## src/rtl/sprite_renderer_n.sv

```systemverilog
// Scanline sprite renderer: fetches one W x H bitmap row per line from a byte ROM
// and shifts it out as colour indices, with mirroring, 1/2/4x zoom and early-hstart capture.
module sprite_renderer_n #(
  parameter int XBITS = 4,
  parameter int YBITS = 4,
  parameter int BPP   = 1,
  localparam int BBITS = $clog2(((1 << XBITS) * BPP) / 8)
) (
  input  logic                   clk,
  input  logic                   reset_n,
  input  logic                   vstart,
  input  logic                   load,
  input  logic                   hstart,
  input  logic                   hmirror,
  input  logic                   vmirror,
  input  logic [1:0]             xscale,
  input  logic [1:0]             yscale,
  output logic [YBITS+BBITS-1:0] rom_addr,
  input  logic [7:0]             rom_bits,
  output logic [BPP-1:0]         gfx,
  output logic                   gfx_valid,
  output logic                   busy,
  output logic                   done,
  output logic [2:0]             dbg_state
);

  localparam int W  = 1 << XBITS;
  localparam int H  = 1 << YBITS;
  localparam int B  = (W * BPP) / 8;
  localparam int RW = W * BPP;
  localparam int IW = $clog2(RW);
  localparam int KW = (BBITS > 0) ? BBITS : 1;
  localparam int AW = YBITS + BBITS;

  typedef enum logic [2:0] {
    S_IDLE        = 3'd0,
    S_WAIT_LOAD   = 3'd1,
    S_FETCH_SETUP = 3'd2,
    S_FETCH_DATA  = 3'd3,
    S_WAIT_HSTART = 3'd4,
    S_DRAW        = 3'd5
  } state_t;

  state_t            state_q, state_d;
  logic [YBITS-1:0]  y_q;
  logic [1:0]        yrep_q;
  logic [KW-1:0]     k_q;
  logic [XBITS-1:0]  x_q;
  logic [1:0]        xrep_q;
  logic              hpend_q;
  logic [RW-1:0]     rowbuf_q;
  logic              hmir_q, vmir_q;
  logic [1:0]        xs_q, ys_q;

  logic [1:0]        xrep_max, yrep_max;
  logic              k_last, pix_last, frame_last, hpend_eff;
  logic [XBITS-1:0]  pix_idx;
  logic [IW-1:0]     bit_idx, byte_base;
  logic [YBITS-1:0]  row_sel;
  logic [AW-1:0]     addr_d;
  logic [BPP-1:0]    gfx_d;

  // Zoom code 3 is a 4x alias, so the repeat terminal value saturates at 3.
  function automatic logic [1:0] rep_max(input logic [1:0] s);
    case (s)
      2'd0:    rep_max = 2'd0;
      2'd1:    rep_max = 2'd1;
      default: rep_max = 2'd3;
    endcase
  endfunction

  assign xrep_max   = rep_max(xs_q);
  assign yrep_max   = rep_max(ys_q);
  assign k_last     = (k_q == KW'(B - 1));
  assign pix_last   = (x_q == XBITS'(W - 1)) && (xrep_q == xrep_max);
  assign frame_last = pix_last && (y_q == YBITS'(H - 1)) && (yrep_q == yrep_max);
  // An hstart arriving on the last fetch cycle must also count, or that line would stall.
  assign hpend_eff  = hpend_q | hstart;

  assign pix_idx   = hmir_q ? ~x_q : x_q;
  assign bit_idx   = IW'(pix_idx) * IW'(BPP);
  assign byte_base = IW'(k_q) << 3;
  assign row_sel   = vmir_q ? ~y_q : y_q;
  assign addr_d    = (AW'(row_sel) << BBITS) | AW'(k_q);
  assign gfx_d     = (state_q == S_DRAW) ? rowbuf_q[bit_idx +: BPP] : '0;

  assign busy      = (state_q != S_IDLE);
  assign dbg_state = state_q;

  always_ff @(posedge clk or negedge reset_n) begin
    if (!reset_n) state_q <= S_IDLE;
    else          state_q <= state_d;
  end

  // vstart, load and hstart are single-sided strobes: the renderer samples them only in
  // the state that waits for them and never back-pressures the source.
  always_comb begin
    state_d = state_q;
    case (state_q)
      S_IDLE:        if (vstart) state_d = S_WAIT_LOAD;
      S_WAIT_LOAD:   if (load)   state_d = S_FETCH_SETUP;
      S_FETCH_SETUP: state_d = S_FETCH_DATA;
      S_FETCH_DATA: begin
        if (!k_last)        state_d = S_FETCH_SETUP;
        else if (hpend_eff) state_d = S_DRAW;
        else                state_d = S_WAIT_HSTART;
      end
      S_WAIT_HSTART: if (hstart) state_d = S_DRAW;
      S_DRAW: begin
        if (pix_last) state_d = frame_last ? S_IDLE : S_WAIT_LOAD;
      end
      default:       state_d = S_IDLE;
    endcase
  end

  always_ff @(posedge clk or negedge reset_n) begin
    if (!reset_n) begin
      y_q       <= '0;
      yrep_q    <= '0;
      k_q       <= '0;
      x_q       <= '0;
      xrep_q    <= '0;
      hpend_q   <= 1'b0;
      rowbuf_q  <= '0;
      hmir_q    <= 1'b0;
      vmir_q    <= 1'b0;
      xs_q      <= '0;
      ys_q      <= '0;
      rom_addr  <= '0;
      gfx       <= '0;
      gfx_valid <= 1'b0;
      done      <= 1'b0;
    end else begin
      gfx       <= gfx_d;
      gfx_valid <= |gfx_d;
      done      <= (state_q == S_DRAW) && frame_last;
      case (state_q)
        S_IDLE: begin
          y_q    <= '0;
          yrep_q <= '0;
          if (vstart) begin
            hmir_q <= hmirror;
            vmir_q <= vmirror;
            xs_q   <= xscale;
            ys_q   <= yscale;
          end
        end
        S_WAIT_LOAD: begin
          k_q     <= '0;
          x_q     <= '0;
          xrep_q  <= '0;
          hpend_q <= 1'b0;
        end
        S_FETCH_SETUP: begin
          rom_addr <= addr_d;
          if (hstart) hpend_q <= 1'b1;
        end
        S_FETCH_DATA: begin
          rowbuf_q[byte_base +: 8] <= rom_bits;
          if (hstart)  hpend_q <= 1'b1;
          if (!k_last) k_q <= k_q + 1'b1;
        end
        S_DRAW: begin
          if (xrep_q == xrep_max) begin
            xrep_q <= '0;
            x_q    <= x_q + 1'b1;
          end else begin
            xrep_q <= xrep_q + 1'b1;
          end
          // A finished line either repeats the same row (vertical zoom) or advances.
          if (pix_last) begin
            if (yrep_q == yrep_max) begin
              yrep_q <= '0;
              y_q    <= y_q + 1'b1;
            end else begin
              yrep_q <= yrep_q + 1'b1;
            end
          end
        end
        default: ;
      endcase
    end
  end

endmodule

```

## config.mk

```make
export PLATFORM = sky130hd
export DESIGN_NAME = sprite_renderer_n
export DESIGN_NICKNAME = d
export VERILOG_FILES = /design/src/rtl/sprite_renderer_n.sv
export SDC_FILE = /design/constraint.sdc
export NUM_CORES = 1
export LEC_CHECK = 0
export ABC_AREA = 1
export CORE_AREA = 2 2 77 72
export CTS_CLUSTER_SIZE = 8
export DETAILED_ROUTE_END_ITERATION = 16
export DIE_AREA = 0 0 79 74
export PLACE_DENSITY = 0.73
export SLEW_MARGIN = 10
export SYNTH_ARGS = -nofsm -noshare
export SYNTH_HDL_FRONTEND = slang
export SYNTH_SLANG_ARGS = --single-unit
```

## constraint.sdc

```tcl
create_clock -name clk -period 1.4 [get_ports clk]
set_input_delay 0.14 -clock clk [delete_from_list [all_inputs] [get_ports clk]]
set_output_delay 0.14 -clock clk [all_outputs]
set_load 0.01 [all_outputs]
```

After elaboration in Yosys (flattened, before gate mapping)
Index checks and enable logic that the tools add are counted.

Bits in registers: 46. Input bits: 19. Word-level logic and storage cells: 93.

Eq/ne operators: 18. Shifts and indexed selects: 3. Add/subtract/negate cells: 6. Mux-type cells: 28. Reduce and logical (&&, ||, !) cells: 19. Bitwise operators: 4.

Operators with widths (count): 2-to-1 mux 4 bit (5); one-hot mux 3 bit (6 select lines) (1); bitwise mux 16 bit (1); one-hot mux 2 bit (2 select lines) (4); one-hot mux 4 bit (2 select lines) (2); variable shift 8 x 6 -> 16 bit, first input constant (1); indexed part select 16 x 5 -> 1 bit (1); indexed part select 8 x 6 -> 16 bit (1); 2-to-1 mux 3 bit (5); != test 2 bit, second input constant (5); adder 4 x 1 -> 4 bit, second input constant (2); equality test 4 bit, second input constant (2); NOT 4 bit (2); AND reduction 2 bit (4); nonzero test 2 bit (4); equality test 3 x 2 -> 1 bit, second input constant (2); equality test 3 bit, second input constant (2); 2-to-1 mux 2 bit (3); negator 4 -> 6 bit (1); 2-to-1 mux 1 bit (5); OR 5 x 1 -> 5 bit (1); adder 2 x 1 -> 2 bit, second input constant (2); equality test 2 x 1 -> 1 bit, second input constant (2); equality test 2 bit (2); 12 further kinds (18).

Logic depth before layout (Yosys ltp)
Gate-level depths: netlist of the first run.

Depth in word-level cells: 9. Gate-level depth with buffers: 10.

Worst setup path after synthesis of the first run
No wires, ideal clock.

Kind: reg2reg. From: register state_q[1], in the netlist dbg_state[1]. To: register vmir_q. Stages on the path, launching flop included: 6. Data required time: 1.275 ns. Setup time: 0.125 ns. Data arrival time: 1.252 ns. Path slack: 0.023 ns. Path through: dfrtp_1 > inv_2 > nand3_2 > inv_1 > nand2_2 > mux2_2.

Longest elaborated chain between the ends: 2.

RTL lines: from (decl) (line 44) `state_t state_q, state_d;`; from (signal assigned) (line 92) `else state_q <= state_d;`; zero test 3 bit (line 137) `case (state_q)`; AND reduction 2 bit (no line); to (signal assigned) (line 143) `vmir_q <= vmirror;`; to (decl) (line 52) `logic hmir_q, vmir_q;`.

No other way between the ends. A chain may end at the register's enable or synchronous reset.

Final worst setup path of the first run
From: register xs_q[1]. To: register yrep_q[0].

Longest elaborated chain between the ends: 6.

RTL lines: from (decl) (line 53) `logic [1:0] xs_q, ys_q;`; from (signal assigned) (line 144) `xs_q <= xscale;`; equality test 2 x 1 -> 1 bit / zero test 2 bit (equally long branches) (line 65) `case (s)`; one-hot mux 2 bit (2 select lines) (*) (line 65); equality test 2 bit (*) (line 75) `assign pix_last = (x_q == XBITS'(W - 1)) && (xrep_q == xrep_max);`; logical AND 1 bit (*) (line 75); != test 2 bit (no line) (*); AND reduction 2 bit (no line) (*); to (signal assigned) (line 176) `yrep_q <= yrep_q + 1'b1;`; to (decl) (line 46) `logic [1:0] yrep_q;`.

Mark *: on every way between the ends. The rest lies on a longest branch, timed or not.

==> run_results.csv, run 1 <==
group,metric,value,unit
detailed_routing,route.met2.wl,2700,µm
timing,fin_ws,-36.3,ps
cts,numCtsBuffers,5,
place,hpwlAfterDp,3510,µm
timing,hold_viol_final,0,
timing,rsz0062_at_grt,"true",
logic_synthesis,syn_inst,277,
layout,final.fill_count,434,
timing,fin_crit_sh,103,%
worst_setup_path,crit_slowest_cell,"dfrtp_1",
detailed_routing,drt-initial-drc-count,105,
grt,grt_pass1_vias,1972,
worst_setup_path,worstRegToRegCells,6,
layout,final_common_cell,"nand2_1",
place,port_buffers,30,
floorplanning,dieWidth,79,µm
cts,clock-sinks,46,
timing,worst_pin_slew,354,ps
logic_synthesis,synth_fa_ha_area_share,1.04,%
cts,cts_tree,"done",
worst_setup_path,cp-start-kind,"register",
worst_setup_path,cpPeakStageDelay,440,ps
timing,max_freq,0.696,GHz
worst_setup_path,path_max_fanout,4,
worst_setup_path,r2r_slack,-40,ps
detailed_routing,wl_per_cell,13.8,µm
cts,clockRootBuffer,"clkbuf_8",
detailed_routing,wl_met3,164,µm
worst_setup_path,worstPathRequired,1630,ps
detailed_routing,vias,2067,
worst_setup_path,cp-end-kind,"register",
grt,antenna_found_initial,0,
logic_synthesis,yosys_register_bits,46,
worst_setup_path,r2r-start,"xs_q[1]",
grt,grt_max_degree,47,
logic_synthesis,syn_area,2410,µm²
floorplanning,die-area,5850,µm²
logic_synthesis,postSynthAreaPerCell,8.69,µm²
logic_synthesis,synth_xor_area_share,6.14,%
timing,skew,8.40,ps
timing,holdWs,336,ps
worst_setup_path,arrival,1670,ps
detailed_routing,drtAntennaViolNets,0,
worst_setup_path,worstPathCellList,"xnor2_1 > buf_4 > nand4_4 > nand2_4 > nor2_2 > a21oi_2",
pwr,p_sw,2730,µW
pwr,p_int,3820,µW
detailed_routing,vias_per_cell,5.08,
logic_synthesis,synth_top_family_by_area,"simple AND/OR/NAND/NOR gates",
detailed_routing,highest_layer,"met4",
logic_synthesis,syn_nets,298,
run_status,violations,"negative setup slack",
floorplanning,ioPinCount,31,
logic_synthesis,synth_top_area_share,47.8,%
timing,slew_headroom,76.2,%
logic_synthesis,muxShareOfSynthArea,2.76,%
logic_synthesis,yosysWarnings,0,
logic_synthesis,ys_seq_area_share,47.8,%
floorplanning,initial_utilization,47.5,%
timing,slew_viol_final,0,
cts,htree_levels,2,
layout,final_cell_mix,"nand2_1, dfrtp_1, clkdlybuf4s50_1",
pwr,power_density,2000,nW/µm²
worst_hold_path,min_path_type,"input pin to async pin",
layout,area.growth.synth_to_final,36.3,%
layout,drive_gt1_share,32.6,%
timing,setup_viol,7,
grt,grt_use_total,18.5,%
floorplanning,chipHeight,74,µm
logic_synthesis,synth_compound_area_share,9.93,%
pwr,p_clk_share,12.9,%
floorplanning,core_area,5070,µm²
detailed_routing,firstDrtPassIters,4,
logic_synthesis,yosysTopAreaCell,"dfrtp_1",
pwr,seqPwrFrac,34.9,%
pwr,switching_share,41.7,%
layout,area.sequential,1160,µm²
floorplanning,num_rows,25,
detailed_routing,m1WireLength,2620,µm
layout,multi_input_comb_area,1270,µm²
worst_setup_path,critPathCapture,"yrep_q[0]",
detailed_routing,wl,5620,µm
logic_synthesis,synth-simple-area-share,25.8,%
timing,fin_setup_tns,-110,ps
cts,insertion_delay,300,ps
worst_setup_path,reg2reg_to,"yrep_q[0]",
pwr,combPwrFrac,52.2,%
place,finalWeightedCongestion,0.808,
layout,finalNetCount,360,
grt,grt_pass1_wl,8480,µm
logic_synthesis,synth_cell_types,39,
worst_setup_path,worstSetupPathType,"register to register",
run_status,status,"finished, violations left",
cts,clk_path_buf_depth,2,
logic_synthesis,synth_top_cells_by_area,"dfrtp_1, nand2_1, nand3_1, xnor2_1, inv_1",
cts,clk_pin_slew_worst_paths,90,ps
pwr,p_leak,0.00157,µW
worst_setup_path,crit_start,"xs_q[1]",
pwr,ir_drop,1260,µV
grt,gr-total-overflow,0,
timing,min_period,1440,ps
run,cap_viol_max_count,0,
detailed_routing,post-route-drc-count,0,
layout,antennaDiodeCount,0,
==> critical path: cells and delay by family, from the launching register on <==
family / cells / cell delay (ps)
DFF: 1 / 440
xor gates and xnor gates: 1 / 350
and+or+nand+nor: 3 / 290
buffers and inverters: 1 / 190
AOI/OAI and AO/OA: 1 / 100
==> area by class of cell <==
cell class | count | share of cell area (%)
flip-flops and latches | 46 | 35.2
well taps | 67 | 2.56
clock buffers | 7 | 2.63
inverters | 31 | 4.00
repair buffers | 59 | 16.4
repair inverters | 1 | 0.191
clock inverters | 1 | 0.153
multi-input cells | 195 | 38.8
==> state kept, by name (all words and copies together), names as in the netlist <==
name,cells
done,1
y_q,4
xs_q,2
ys_q,2
hpend_q,1
xrep_q,2
dbg_state,3
k_last,1
gfx_valid,1
rom_addr,5
hmir_q,1
rowbuf_q,16
x_q,4
vmir_q,1
yrep_q,2
==> cell families (layout without fill, tap and decap cells) <==
kind of cell | after synthesis | count (layout)
XOR/XNOR | 16 | 16
buffers and inverters | 36 | 99
adder cells (fa/ha/maj) | 2 | 2
AND/OR/NAND/NOR | 134 | 134
flip-flops | 46 | 46
AO/OA/AOI/OAI | 37 | 37
multiplexers | 6 | 6
==> metal layers <==
| metal | up-vias | track usage, % |
|---|---|---|
| li1 | 1024 | - |
| met4 | 0 | 9.77 |
| met5 | - | 0 |
| met3 | 13 | 2.91 |
| met1 | 978 | 24.2 |
| met2 | 52 | 30.1 |
==> power groups by stage <==
stage	Combinational [µW]	Sequential, µW	Clock [µW]
2_1_floorplan	1900	2170	0
3_5_place_dp	2750	2240	0
6_report	3420	2290	846
5_1_grt	3740	2350	928
4_1_cts	2900	2210	852
3_3_place_gp	2690	2230	0
==> synth_stat cells, drive strengths merged <==
cell type and instances:
o31ai 2, o22ai 1, xnor2 11, nor2 19, xor2 5, inv 31, buf 5, and3 1
nand2 78, nor3b 1, and2 1, dfrtp 46, nand4 2, a21oi 6, nor3 3, mux2 5
nand3 28, mux2i 1, o21bai 1, o32ai 1, or2 1, ha 2, o21ai 26
==> how the worst min path moves through the flow <==
| stage | startpoint | end | slack [ps] |
|---|---|---|---|
| after CTS | reset_n | rowbuf_q[10] | 350 |
| after global placement | reset_n | rowbuf_q[3] | 140 |
| after detailed placement | reset_n | rowbuf_q[3] | 140 |
| after floorplan | reset_n | dbg_state[0] | -160 |
| final | reset_n | rowbuf_q[2] | 340 |
| after global routing | reset_n | rowbuf_q[2] | 360 |
==> through the flow <==
stage	utilization, %	std cells	area [µm²]	worst slack, ps	total power, µW
2_1_floorplan	-	277	2410	23.3	4070
4_1_cts	60.2	399	3050	1.98	5960
5_1_grt	64.7	407	3280	-88.5	7020
3_3_place_gp	57.0	386	2890	1.53	4930
3_5_place_dp	57.0	386	2890	-55.0	4990
6_report	64.7	407	3280	-36.3	6560
==> what timing repair did <==
item / 4_1_cts / 5_1_grt
hold buffers: 1 / 0
endpoints found under the hold margin: 46 / 0
gates cloned: 0 / 1
setup buffers: 4 / 7
pin swaps: 1 / 20
resized for setup: 15 / 50
endpoints found under the setup margin: 17 / 25
Power figures use the tool's default switching activity.
==> inputs of run 2 (changes only) <==
--- a/config.mk
+++ b/config.mk
@@ -6,11 +6,14 @@
 export NUM_CORES = 1
 export LEC_CHECK = 0
 export ABC_AREA = 1
-export CORE_AREA = 2 2 77 72
+export CELL_PAD_IN_SITES_DETAIL_PLACEMENT = 1
+export CELL_PAD_IN_SITES_GLOBAL_PLACEMENT = 1
+export CORE_AREA = 2 2 86 80
+export CTS_BUF_LIST = sky130_fd_sc_hd__clkbuf_2 sky130_fd_sc_hd__clkbuf_4 sky130_fd_sc_hd__clkbuf_8
 export CTS_CLUSTER_SIZE = 8
 export DETAILED_ROUTE_END_ITERATION = 16
-export DIE_AREA = 0 0 79 74
-export PLACE_DENSITY = 0.73
+export DIE_AREA = 0 0 88 82
+export PLACE_DENSITY_LB_ADDON = 0.1
 export SLEW_MARGIN = 10
 export SYNTH_ARGS = -nofsm -noshare
 export SYNTH_HDL_FRONTEND = slang
==> run_results.csv, run 2 (synthesized netlist as in run 1, its figures left out) <==
group,metric,value,unit
place,port_buffers,30,
detailed_routing,post-route-drc-count,0,
cts,clockRootBuffer,"clkbuf_8",
layout,stdcell_area,3380,µm²
timing,setup_viol,2,
cts,clk_pin_slew_worst_paths,90,ps
worst_setup_path,cp-start-kind,"register",
layout,antennaDiodeCount,0,
cts,cts_tree,"done",
run_status,status,"finished, violations left",
timing,fin_crit_sh,101,%
pwr,p_sw,2740,µW
cts,insertion_delay,300,ps
grt,grt_pass1_wl,10000,µm
worst_setup_path,path_max_fanout,4,
worst_setup_path,worstPathRequired,1600,ps
pwr,ir_drop,847,µV
detailed_routing,drtAntennaViolNets,0,
pwr,power_density,1970,nW/µm²
worst_setup_path,arrival,1610,ps
layout,final_common_cell,"nand2_1",
layout,top_register,"rowbuf_q",
run,cap_viol_max_count,0,
layout,fin_cells,438,
floorplanning,core_area,6340,µm²
cts,clock-sinks,46,
cts,clk_path_buf_depth,2,
detailed_routing,wl,6130,µm
worst_setup_path,cp-end-kind,"register",
grt,grt_max_degree,47,
timing,skew,6.09,ps
layout,top_regs,"rowbuf_q x16, rom_addr x5",
pwr,combPwrFrac,53.0,%
timing,fin_ws,-9.35,ps
timing,max_freq,0.710,GHz
floorplanning,ioPinCount,31,
grt,grt_use_total,18.2,%
detailed_routing,firstDrtPassIters,4,
pwr,p_int,3900,µW
grt,gr-total-overflow,0,
timing,hold_viol_final,0,
detailed_routing,vias,2098,
detailed_routing,wl_per_cell,14.0,µm
worst_setup_path,worstSetupPathType,"register to register",
detailed_routing,vias_per_cell,4.79,
floorplanning,num_rows,28,
grt,grt_pass1_vias,2157,
layout,fin_util,53.3,%
floorplanning,dieWidth,88,µm
timing,rsz0062_at_grt,"true",
layout,finalNetCount,368,
layout,largest_reg_flops,16,
worst_setup_path,cpPeakStageDelay,400,ps
pwr,seqPwrFrac,33.8,%
timing,worst_pin_slew,275,ps
timing,slew_viol_final,0,
worst_setup_path,crit_buf_inv,1,
worst_setup_path,crit_slowest_cell,"dfrtp_1",
worst_setup_path,worstPathCellList,"nor2_2 > xor2_2 > and2_4 > nand2_4 > nand2_4 > inv_2 > nand2_1 > nand2_1",
detailed_routing,drt-initial-drc-count,29,
pwr,finalPower,6640,µW
cts,numCtsBuffers,5,
layout,final_cell_mix,"nand2_1, dfrtp_1, buf_4",
pwr,p_leak,0.00163,µW
floorplanning,initial_utilization,37.9,%
worst_setup_path,path_delay_family,"simple AND/OR/NAND/NOR gates",
place,hpwlAfterDp,4370,µm
floorplanning,die-area,7220,µm²
cts,htree_levels,2,
layout,drive_gt1_share,35.1,%
floorplanning,chipHeight,82,µm
timing,holdWs,341,ps
place,finalWeightedCongestion,0.796,
place,dpl_cell_area,3020,µm²
worst_hold_path,min_path_type,"input pin to async pin",
pwr,switching_share,41.3,%
timing,min_period,1410,ps
place,dpl.cell_count,423,
run_status,violations,"negative setup slack",
pwr,p_clk_share,13.2,%
timing,slew_headroom,81.7,%
layout,area.growth.synth_to_final,40.4,%
grt,antenna_found_initial,0,
## run 2: changes by cell type in the layout (fill, tap and decap cells not counted), moves of 2 or more
cell     before  now
nand2_1      59   63
a21oi_1       5    3
nand3_1      23   18
o21ai_1       1    3
nor2_4        5    1
nand3_2       5    9
a21oi_2       1    3
nand2_2      11    6
nor2_2        1    5
buf_4        24   33
## run 2: stage by stage
stage          setup TNS [ps]  setup slack [ps]
3_3_place_gp             -460             -53.9
4_1_cts                     0              6.24
3_5_place_dp            -1070              -135
5_1_grt                 -1070              -101
2_1_floorplan               0              23.3
6_report                -9.80             -9.35
## run 2: power groups by stage
stage | logic [µW] | registers, µW | clock network (µW)
5_1_grt | 3920 | 2310 | 968
6_report | 3520 | 2240 | 876
2_1_floorplan | 1900 | 2170 | 0
4_1_cts | 3220 | 2210 | 925
3_3_place_gp | 2970 | 2250 | 0
3_5_place_dp | 3040 | 2250 | 0
## run 2: path summary, 6_finish.rpt
path                             start  slack, ps  cells after the start            to
hold / removal                 reset_n        340                      3  rowbuf_q[12]
setup reg to reg               xs_q[0]         -9                      8        x_q[3]
setup / recovery               xs_q[0]         -9                      8        x_q[3]
max in group asynchronous      reset_n        810                      3  dbg_state[1]
hold reg to reg            rom_addr[1]        490                      2   rom_addr[1]
min in group clk           rom_bits[3]        410                      3   rowbuf_q[3]
## run 2: layer usage
layer	global-route usage (%)	wire, µm
met5	0	0
met4	6.62	108
met3	3.42	159
met2	29.2	2850
met1	24.6	3010
## run 2: final cells by class
type                       instances  area, µm²
clock inverter                     1       5.00
tap                               90        113
fill                             734       2960
timing repair buffer              68        598
clock buffer                       7       90.1
multi-input combinational        195       1290
sequential                        46       1160
inverter                          31        126
## run 2: worst reg2reg max path, stage by stage (launching register included)
cell	delay, ps
dfrtp_1	400
nor2_2	170
xor2_2	250
and2_4	210
nand2_4	60
nand2_4	80
inv_2	40
nand2_1	60
nand2_1	50
## run 2: repair_timing
| action | CTS | global route |
|---|---|---|
| endpoints found under the setup margin | 31 | 36 |
| resized for setup | 20 | 43 |
| hold endpoints to repair | 46 | 0 |
| buffers inserted | 4 | 3 |
| pin swaps | 5 | 15 |
| hold buffers | 1 | 0 |
